[src/rtl/seq_mac_arbiter_if.sv]
// Requester, response and MAC-side signals of seq_mac_arbiter; master = requesters + MAC, slave = arbiter.
// Pure wiring: no latency, flow control is the valid/ready pairs carried here.
interface seq_mac_arbiter_if #(
  parameter int R         = 4,
  parameter int M         = 2,
  parameter int N         = 2,
  parameter int K         = 2,
  parameter int MAX_WIDTH = 16,
  parameter int P         = 2
);
  localparam int BSW = $clog2(MAX_WIDTH / P) + 1;

  logic [R-1:0]                                req_valid_i;
  logic [R-1:0]                                req_ready_o;
  logic [R-1:0][M-1:0][K-1:0][MAX_WIDTH-1:0]   req_a_i;
  logic [R-1:0][K-1:0][N-1:0][MAX_WIDTH-1:0]   req_b_i;
  logic [R-1:0][M-1:0][N-1:0][31:0]            req_c_i;
  logic [R-1:0][BSW-1:0]                       req_bitsize_i;

  logic [R-1:0]                                rsp_valid_o;
  logic [R-1:0]                                rsp_ready_i;
  logic [M-1:0][N-1:0][31:0]                   rsp_d_o;
  logic                                        rsp_err_o;

  logic [M-1:0][K-1:0][MAX_WIDTH-1:0]          mac_a_o;
  logic [K-1:0][N-1:0][MAX_WIDTH-1:0]          mac_b_o;
  logic [M-1:0][N-1:0][31:0]                   mac_c_o;
  logic [BSW-1:0]                              mac_bitsize_o;
  logic                                        mac_valid_o;
  logic                                        mac_ready_i;
  logic                                        mac_valid_i;
  logic                                        mac_ready_o;
  logic [M-1:0][N-1:0][31:0]                   mac_d_i;

  modport master (
    output req_valid_i, req_a_i, req_b_i, req_c_i, req_bitsize_i, rsp_ready_i,
    output mac_ready_i, mac_valid_i, mac_d_i,
    input  req_ready_o, rsp_valid_o, rsp_d_o, rsp_err_o,
    input  mac_a_o, mac_b_o, mac_c_o, mac_bitsize_o, mac_valid_o, mac_ready_o
  );

  modport slave (
    input  req_valid_i, req_a_i, req_b_i, req_c_i, req_bitsize_i, rsp_ready_i,
    input  mac_ready_i, mac_valid_i, mac_d_i,
    output req_ready_o, rsp_valid_o, rsp_d_o, rsp_err_o,
    output mac_a_o, mac_b_o, mac_c_o, mac_bitsize_o, mac_valid_o, mac_ready_o
  );
endinterface

[src/rtl/seq_mac_arbiter.sv]
// Round-robin sharing of one seq_MAC among R requesters; grant is combinational in IDLE, mac_valid one cycle later.
// One job in flight: req_ready is zero while busy, the response (data or error) is held until its owner accepts.
module seq_mac_arbiter #(
  parameter int R         = 4,
  parameter int M         = 2,
  parameter int N         = 2,
  parameter int K         = 2,
  parameter int MAX_WIDTH = 16,
  parameter int P         = 2,
  localparam int BSW      = $clog2(MAX_WIDTH / P) + 1,
  localparam int IDW      = $clog2(R)
) (
  input  logic               clk_i,
  input  logic               rst_ni,
  seq_mac_arbiter_if.slave   bus,
  output logic               busy_o,
  output logic [IDW-1:0]     owner_o
);

  typedef enum logic [2:0] {IDLE, ISSUE, RUN, RESP, ERR} state_t;

  state_t                             state_q, state_d;
  logic [IDW-1:0]                     ptr_q, owner_q;
  logic [M-1:0][K-1:0][MAX_WIDTH-1:0] a_q;
  logic [K-1:0][N-1:0][MAX_WIDTH-1:0] b_q;
  logic [M-1:0][N-1:0][31:0]          c_q;
  logic [M-1:0][N-1:0][31:0]          d_q;
  logic [BSW-1:0]                     bs_q;

  logic                               gnt_vld;
  logic [IDW-1:0]                     gnt_idx;
  logic [IDW-1:0]                     scan_idx;
  logic [BSW-1:0]                     gnt_bs;
  logic                               bs_legal;
  logic                               accept;

  // Scan downward in offset so the requester closest to the pointer wins.
  always_comb begin
    gnt_vld  = 1'b0;
    gnt_idx  = '0;
    scan_idx = '0;
    for (int i = R - 1; i >= 0; i--) begin
      scan_idx = IDW'((int'(ptr_q) + i) % R);
      if (bus.req_valid_i[scan_idx]) begin
        gnt_vld = 1'b1;
        gnt_idx = scan_idx;
      end
    end
  end

  assign gnt_bs   = bus.req_bitsize_i[gnt_idx];
  assign bs_legal = (gnt_bs != '0) && (gnt_bs <= BSW'(MAX_WIDTH / P));
  assign accept   = (state_q == IDLE) && gnt_vld;

  always_comb begin
    state_d = state_q;
    case (state_q)
      IDLE:      if (gnt_vld) state_d = bs_legal ? ISSUE : ERR;
      ISSUE:     if (bus.mac_ready_i) state_d = RUN;
      RUN:       if (bus.mac_valid_i) state_d = RESP;
      RESP, ERR: if (bus.rsp_ready_i[owner_q]) state_d = IDLE;
      default:   state_d = IDLE;
    endcase
  end

  always_comb begin
    bus.req_ready_o = '0;
    bus.rsp_valid_o = '0;
    // Gated by reset so a combinational grant never shows while the block is held in reset.
    if (accept && rst_ni) bus.req_ready_o[gnt_idx] = 1'b1;
    if (state_q == RESP || state_q == ERR) bus.rsp_valid_o[owner_q] = 1'b1;
  end

  assign bus.rsp_err_o     = (state_q == ERR);
  assign bus.rsp_d_o       = (state_q == RESP) ? d_q : '0;
  assign bus.mac_valid_o   = (state_q == ISSUE);
  assign bus.mac_ready_o   = (state_q == RUN);
  assign bus.mac_a_o       = a_q;
  assign bus.mac_b_o       = b_q;
  assign bus.mac_c_o       = c_q;
  assign bus.mac_bitsize_o = bs_q;
  assign busy_o            = (state_q != IDLE);
  assign owner_o           = owner_q;

  always_ff @(posedge clk_i or negedge rst_ni) begin
    if (!rst_ni) begin
      state_q <= IDLE;
      ptr_q   <= '0;
      owner_q <= '0;
      a_q     <= '0;
      b_q     <= '0;
      c_q     <= '0;
      bs_q    <= '0;
      d_q     <= '0;
    end else begin
      state_q <= state_d;
      if (accept) begin
        owner_q <= gnt_idx;
        ptr_q   <= (gnt_idx == IDW'(R - 1)) ? '0 : gnt_idx + 1'b1;
        // Illegal jobs never touch the MAC operands; the MAC keeps seeing the last legal job.
        if (bs_legal) begin
          a_q  <= bus.req_a_i[gnt_idx];
          b_q  <= bus.req_b_i[gnt_idx];
          c_q  <= bus.req_c_i[gnt_idx];
          bs_q <= gnt_bs;
        end
      end
      if (state_q == RUN && bus.mac_valid_i) d_q <= bus.mac_d_i;
    end
  end

endmodule

[src/flat_wrapper.sv]
// flat-port wrapper written by rule: the top's interface ports become plain ports
module seq_mac_arbiter_flat 
#(
  parameter int R         = 4,
  parameter int M         = 2,
  parameter int N         = 2,
  parameter int K         = 2,
  parameter int MAX_WIDTH = 16,
  parameter int P         = 2,
  localparam int BSW      = $clog2(MAX_WIDTH / P) + 1,
  localparam int IDW      = $clog2(R)
)
  (clk_i, rst_ni, busy_o, owner_o, bus_req_valid_i, bus_req_a_i, bus_req_b_i, bus_req_c_i, bus_req_bitsize_i, bus_rsp_ready_i, bus_mac_ready_i, bus_mac_valid_i, bus_mac_d_i, bus_req_ready_o, bus_rsp_valid_o, bus_rsp_d_o, bus_rsp_err_o, bus_mac_a_o, bus_mac_b_o, bus_mac_c_o, bus_mac_bitsize_o, bus_mac_valid_o, bus_mac_ready_o);
  seq_mac_arbiter_if #(.R(R), .M(M), .N(N), .K(K), .MAX_WIDTH(MAX_WIDTH), .P(P)) bus_i ();
  input  logic clk_i;
  input  logic rst_ni;
  output logic busy_o;
  output logic [IDW-1:0] owner_o;
  input wire logic [$bits(bus_i.req_valid_i)-1:0] bus_req_valid_i;
  input wire logic [$bits(bus_i.req_a_i)-1:0] bus_req_a_i;
  input wire logic [$bits(bus_i.req_b_i)-1:0] bus_req_b_i;
  input wire logic [$bits(bus_i.req_c_i)-1:0] bus_req_c_i;
  input wire logic [$bits(bus_i.req_bitsize_i)-1:0] bus_req_bitsize_i;
  input wire logic [$bits(bus_i.rsp_ready_i)-1:0] bus_rsp_ready_i;
  input wire logic [$bits(bus_i.mac_ready_i)-1:0] bus_mac_ready_i;
  input wire logic [$bits(bus_i.mac_valid_i)-1:0] bus_mac_valid_i;
  input wire logic [$bits(bus_i.mac_d_i)-1:0] bus_mac_d_i;
  output wire logic [$bits(bus_i.req_ready_o)-1:0] bus_req_ready_o;
  output wire logic [$bits(bus_i.rsp_valid_o)-1:0] bus_rsp_valid_o;
  output wire logic [$bits(bus_i.rsp_d_o)-1:0] bus_rsp_d_o;
  output wire logic [$bits(bus_i.rsp_err_o)-1:0] bus_rsp_err_o;
  output wire logic [$bits(bus_i.mac_a_o)-1:0] bus_mac_a_o;
  output wire logic [$bits(bus_i.mac_b_o)-1:0] bus_mac_b_o;
  output wire logic [$bits(bus_i.mac_c_o)-1:0] bus_mac_c_o;
  output wire logic [$bits(bus_i.mac_bitsize_o)-1:0] bus_mac_bitsize_o;
  output wire logic [$bits(bus_i.mac_valid_o)-1:0] bus_mac_valid_o;
  output wire logic [$bits(bus_i.mac_ready_o)-1:0] bus_mac_ready_o;
  assign bus_i.req_valid_i = bus_req_valid_i;
  assign bus_i.req_a_i = bus_req_a_i;
  assign bus_i.req_b_i = bus_req_b_i;
  assign bus_i.req_c_i = bus_req_c_i;
  assign bus_i.req_bitsize_i = bus_req_bitsize_i;
  assign bus_i.rsp_ready_i = bus_rsp_ready_i;
  assign bus_i.mac_ready_i = bus_mac_ready_i;
  assign bus_i.mac_valid_i = bus_mac_valid_i;
  assign bus_i.mac_d_i = bus_mac_d_i;
  assign bus_req_ready_o = bus_i.req_ready_o;
  assign bus_rsp_valid_o = bus_i.rsp_valid_o;
  assign bus_rsp_d_o = bus_i.rsp_d_o;
  assign bus_rsp_err_o = bus_i.rsp_err_o;
  assign bus_mac_a_o = bus_i.mac_a_o;
  assign bus_mac_b_o = bus_i.mac_b_o;
  assign bus_mac_c_o = bus_i.mac_c_o;
  assign bus_mac_bitsize_o = bus_i.mac_bitsize_o;
  assign bus_mac_valid_o = bus_i.mac_valid_o;
  assign bus_mac_ready_o = bus_i.mac_ready_o;
  seq_mac_arbiter #(.R(R), .M(M), .N(N), .K(K), .MAX_WIDTH(MAX_WIDTH), .P(P)) u_core (.clk_i(clk_i), .rst_ni(rst_ni), .bus(bus_i), .busy_o(busy_o), .owner_o(owner_o));
endmodule
[config.mk]
export PLATFORM = sky130hd
export DESIGN_NAME = seq_mac_arbiter_flat
export DESIGN_NICKNAME = d
export VERILOG_FILES = /design/src/rtl/seq_mac_arbiter_if.sv /design/src/rtl/seq_mac_arbiter.sv /design/src/flat_wrapper.sv
export SDC_FILE = /design/constraint.sdc
export NUM_CORES = 1
export LEC_CHECK = 0
export CAP_MARGIN = 20
export CORE_AREA = 2 2 623 625
export DETAILED_ROUTE_END_ITERATION = 10
export DIE_AREA = 0 0 625 627
export GPL_TIMING_DRIVEN = 0
export SYNTH_ARGS = -nofsm -noshare
export SYNTH_HDL_FRONTEND = slang
export SYNTH_SLANG_ARGS = --single-unit
export TNS_END_PERCENT = 50
[constraint.sdc]
create_clock -name clk_i -period 3.21 [get_ports clk_i]
set_input_delay 0.8025 -clock clk_i [delete_from_list [all_inputs] [get_ports clk_i]]
set_output_delay 0.8025 -clock clk_i [all_outputs]
set_load 0.01 [all_outputs]
==> flow_metrics.py <==
metrics = {
    "floorplanning": {
        "die_y_um": 627,
        "start_util_pct": 6.14,
        "rows": 228,
        "io_pins": 1582,
        "core_mm2": 0.385,
        "die_x_um": 625,
        "die_area_mm2": 0.392,
    },
    "critical_path": {
        "cp-end-kind": "primary output",
        "crit_fanout": 8,
        "reg2reg_setup_slack_ns": -0.33,
        "rr_worst_depth": 12,
        "cpMostUsedCell": "clkbuf_16",
        "reg2reg_to": "u_core.bus.mac_c_o[99]$_DFFE_PN0P_",
        "cp-start-kind": "input port",
        "rr_startpoint": "u_core.ptr_q[1]$_DFFE_PN0P_",
        "crit_buf_inv": 5,
        "cp.arrival_ns": 2.79,
        "path_delay_family": "buffers and inverters",
        "cp_slowest_cell": "dlygate4sd2_1",
        "slowest_delay_ns": 0.33,
        "crit_type": "in -> out",
        "cp-startpoint": "bus_req_valid_i[1]",
        "crit_cells": 10,
        "path_cells": "dlygate4sd2_1, nand2b_4, o211a_4, nor2_4, clkbuf_16, clkbuf_16, clkbuf_16, ha_4, and3_4, buf_8",
        "critPathCapture": "bus_req_ready_o[2]",
        "required_ns": 2.41,
    },
    "finish": {
        "fillers": 43900,
        "area_growth_pct": 121,
        "layout.nets": 5738,
        "multiInputGateArea_mm2": 0.0139,
        "regArea_mm2": 0.00989,
        "drive_above_1_share_pct": 18.3,
    },
    "synth": {
        "yosysSeqAreaShare_pct": 41.9,
        "syn_nets": 3964,
        "syn-cell-area_mm2": 0.0236,
        "synth_edf_count": 0,
        "async_reset_ff_share_pct": 100,
        "synth_seq_cells": 395,
        "syn_avg_cell_area_um2": 8.50,
        "synth.distinct_cells": 40,
        "ys_warn_count": 0,
        "syn_inst": 2780,
        "synth-main-ff-cell": "dfrtp_1",
    },
    "power": {
        "peakVddDrop_mv": 0.575,
        "power.total_mw": 48.3,
        "powerDensity_mw_per_mm2": 924,
        "p_leak_nw": 20.8,
    },
    "grt": {
        "grt_overflow": 0,
        "grt_pass1_wl_mm": 452,
        "grt_max_degree": 92,
        "grt_pass1_vias": 30100,
        "globalRouteTotalUtil_pct": 19.0,
        "antenna_found_initial": 441,
    },
    "detailed_routing": {
        "first_iter_violations": 2759,
        "wire_per_inst_um": 39.5,
        "drc_errors": 0,
        "antenna_left": 0,
        "first_pass_iters": 5,
        "vias_per_cell": 3.23,
        "vias": 31700,
        "wl_mm": 387,
    },
    "timing": {
        "hold_ws_ns": 0.105,
        "slew_viol_final": 0,
        "relSlewSlack_pct": 24.6,
        "setup_viol": 316,
        "rsz0062_at_grt": "yes",
        "setup_tns_ns": -56.02,
        "worstMarginPinSlew_ns": 1.13,
        "finalHoldViolCount": 0,
        "fin_skew_ns": 0.0763,
        "period_needed_ns": 3.59,
        "fin_ws_ns": -0.379,
        "fmax_ghz": 0.279,
        "fin_crit_sh_pct": 112,
    },
    "outcome": {
        "outcome": "finished with violations",
        "violations": "setup timing",
    },
    "clock_tree": {
        "htreeDepth": 2,
        "root_buffer": "clkbuf_16",
        "clockBufferDepth": 3,
        "clk_pin_slew_ns": 0.06,
        "clock_latency_ns": 0.81,
        "cts_buffers": 59,
        "cts_tree": "done",
        "clock_sink_count": 395,
    },
    "place": {
        "place.gp.congestion": 0.965,
        "hpwl_mm": 349,
        "numPortBuffers": 1581,
    },
    "hold_path": {
        "min_path_type": "in -> async",
    },
    "run": {
        "cap_violations": 0,
    },
}
==> metrics by stage <==
step / area, µm² / utilization (%) / worst slack, ns / instances
finish: 52200 / 13.6 / -0.379 / 9806
global placement: 46000 / 12.0 / -20.65 / 9421
detailed placement: 46500 / 12.1 / -4.31 / 9442
global route: 52000 / 13.5 / -0.484 / 9712
floorplan: 23900 / - / -0.0386 / 2780
CTS: 51600 / 13.4 / -0.521 / 9644
==> state kept, by name, summed over array words and instances, names as in the netlist <==
signal	count
u_core.bus.mac_a_o	64
u_core.bus.mac_b_o	64
u_core.bus.mac_bitsize_o	4
u_core.bus.mac_c_o	128
u_core.d_q	128
u_core.owner_o	2
u_core.ptr_q	2
u_core.state_q	3
==> placed cells by master (no fill, tap or decap), types with 7 or more instances in the layout <==
cell type,synthesis,layout
a31oi_1,256,240
a31oi_4,0,11
and2_1,131,125
and3_1,261,253
buf_12,0,49
buf_16,0,33
buf_2,26,14
buf_4,1,44
buf_6,0,35
buf_8,0,31
bufinv_16,0,8
clkbuf_1,193,133
clkbuf_16,0,70
clkbuf_2,0,51
clkbuf_4,0,17
clkbuf_8,0,10
clkdlybuf4s15_2,0,17
clkdlybuf4s50_1,0,1445
clkinv_4,0,7
dfrtp_1,395,392
diode_2,0,144
dlygate4sd2_1,0,41
dlymetal6s2s_1,0,17
mux2_1,96,24
mux2_2,288,199
mux2_4,0,161
nand2_1,1039,1031
nand2_2,0,8
==> cell families after synthesis <==
logic type,count (synthesis),synth area share [%]
mux,391,18.7
simple gates,1468,27.8
fa+ha+maj,4,0.212
buf+inv,237,3.92
flops,395,41.9
xor+xnor,1,0.0371
compound gates,284,7.54
==> layout make-up <==
type,count,area share [%]
Timing Repair Buffer,1716,34.3
Multi-Input combinational cell,2148,26.6
Sequential cell,395,18.9
Tap cell,5060,12.1
Buffer,226,3.28
Clock buffer,74,3.05
Clock inverter,35,0.965
Antenna cell,144,0.690
Inverter,8,0.0982
==> synthesized netlist by cell type, types with 4 or more instances <==
library cell	number	share of area, %
nand2_1	1039	17
dfrtp_1	395	42
mux2_2	288	14
and3_1	261	6.9
a31oi_1	256	6.8
clkbuf_1	193	3.1
and2_1	131	3.5
mux2_1	96	4.6
buf_2	26	0.55
nand3_1	12	0.25
o21ai_0	10	0.21
buf_1	9	0.14
nor2_1	8	0.13
a21oi_1	6	0.13
inv_1	6	0.095
mux2i_1	6	0.25
nand2b_1	5	0.13
ha_1	4	0.21
==> what timing repair did <==
action,in CTS,in global routing
endpoints found under the hold margin,38,0
setup buffers,70,19
pin swaps,11,7
setup endpoints to repair,416,388
hold buffers,2,0
gates cloned,24,2
gates resized for setup,760,143
==> report_power, final <==
| part | internal, mW | switching (mW) | leakage [nW] |
|---|---|---|---|
| Combinational | 14.4 | 17.1 | 15.1 |
| Clock | 4.21 | 3.20 | 1.01 |
| Sequential | 7.63 | 1.73 | 4.67 |
| Total | 26.2 | 22.0 | 20.8 |
==> worst min-delay path by stage <==
stage | from | end | slack (ns)
3_3_place_gp | u_core.bus.mac_c_o[29]$_DFFE_PN0P_ | u_core.bus.mac_c_o[29]$_DFFE_PN0P_ | 0.47
2_1_floorplan | u_core.d_q[0]$_DFFE_PN0P_ | u_core.d_q[0]$_DFFE_PN0P_ | 0.47
5_1_grt | rst_ni | u_core.d_q[97]$_DFFE_PN0P_ | 0.07
6_report | rst_ni | u_core.d_q[102]$_DFFE_PN0P_ | 0.10
4_1_cts | rst_ni | u_core.d_q[97]$_DFFE_PN0P_ | 0.04
3_5_place_dp | u_core.bus.mac_a_o[55]$_DFFE_PN0P_ | u_core.bus.mac_a_o[55]$_DFFE_PN0P_ | 0.47
==> per-layer routing <==
layer,share of wire (%),global-route usage (%)
met4,3.9,5.86
met1,32,18.1
met5,0.46,0
met2,49,33.2
met3,14,12.3
Power figures use the tool's default switching activity.
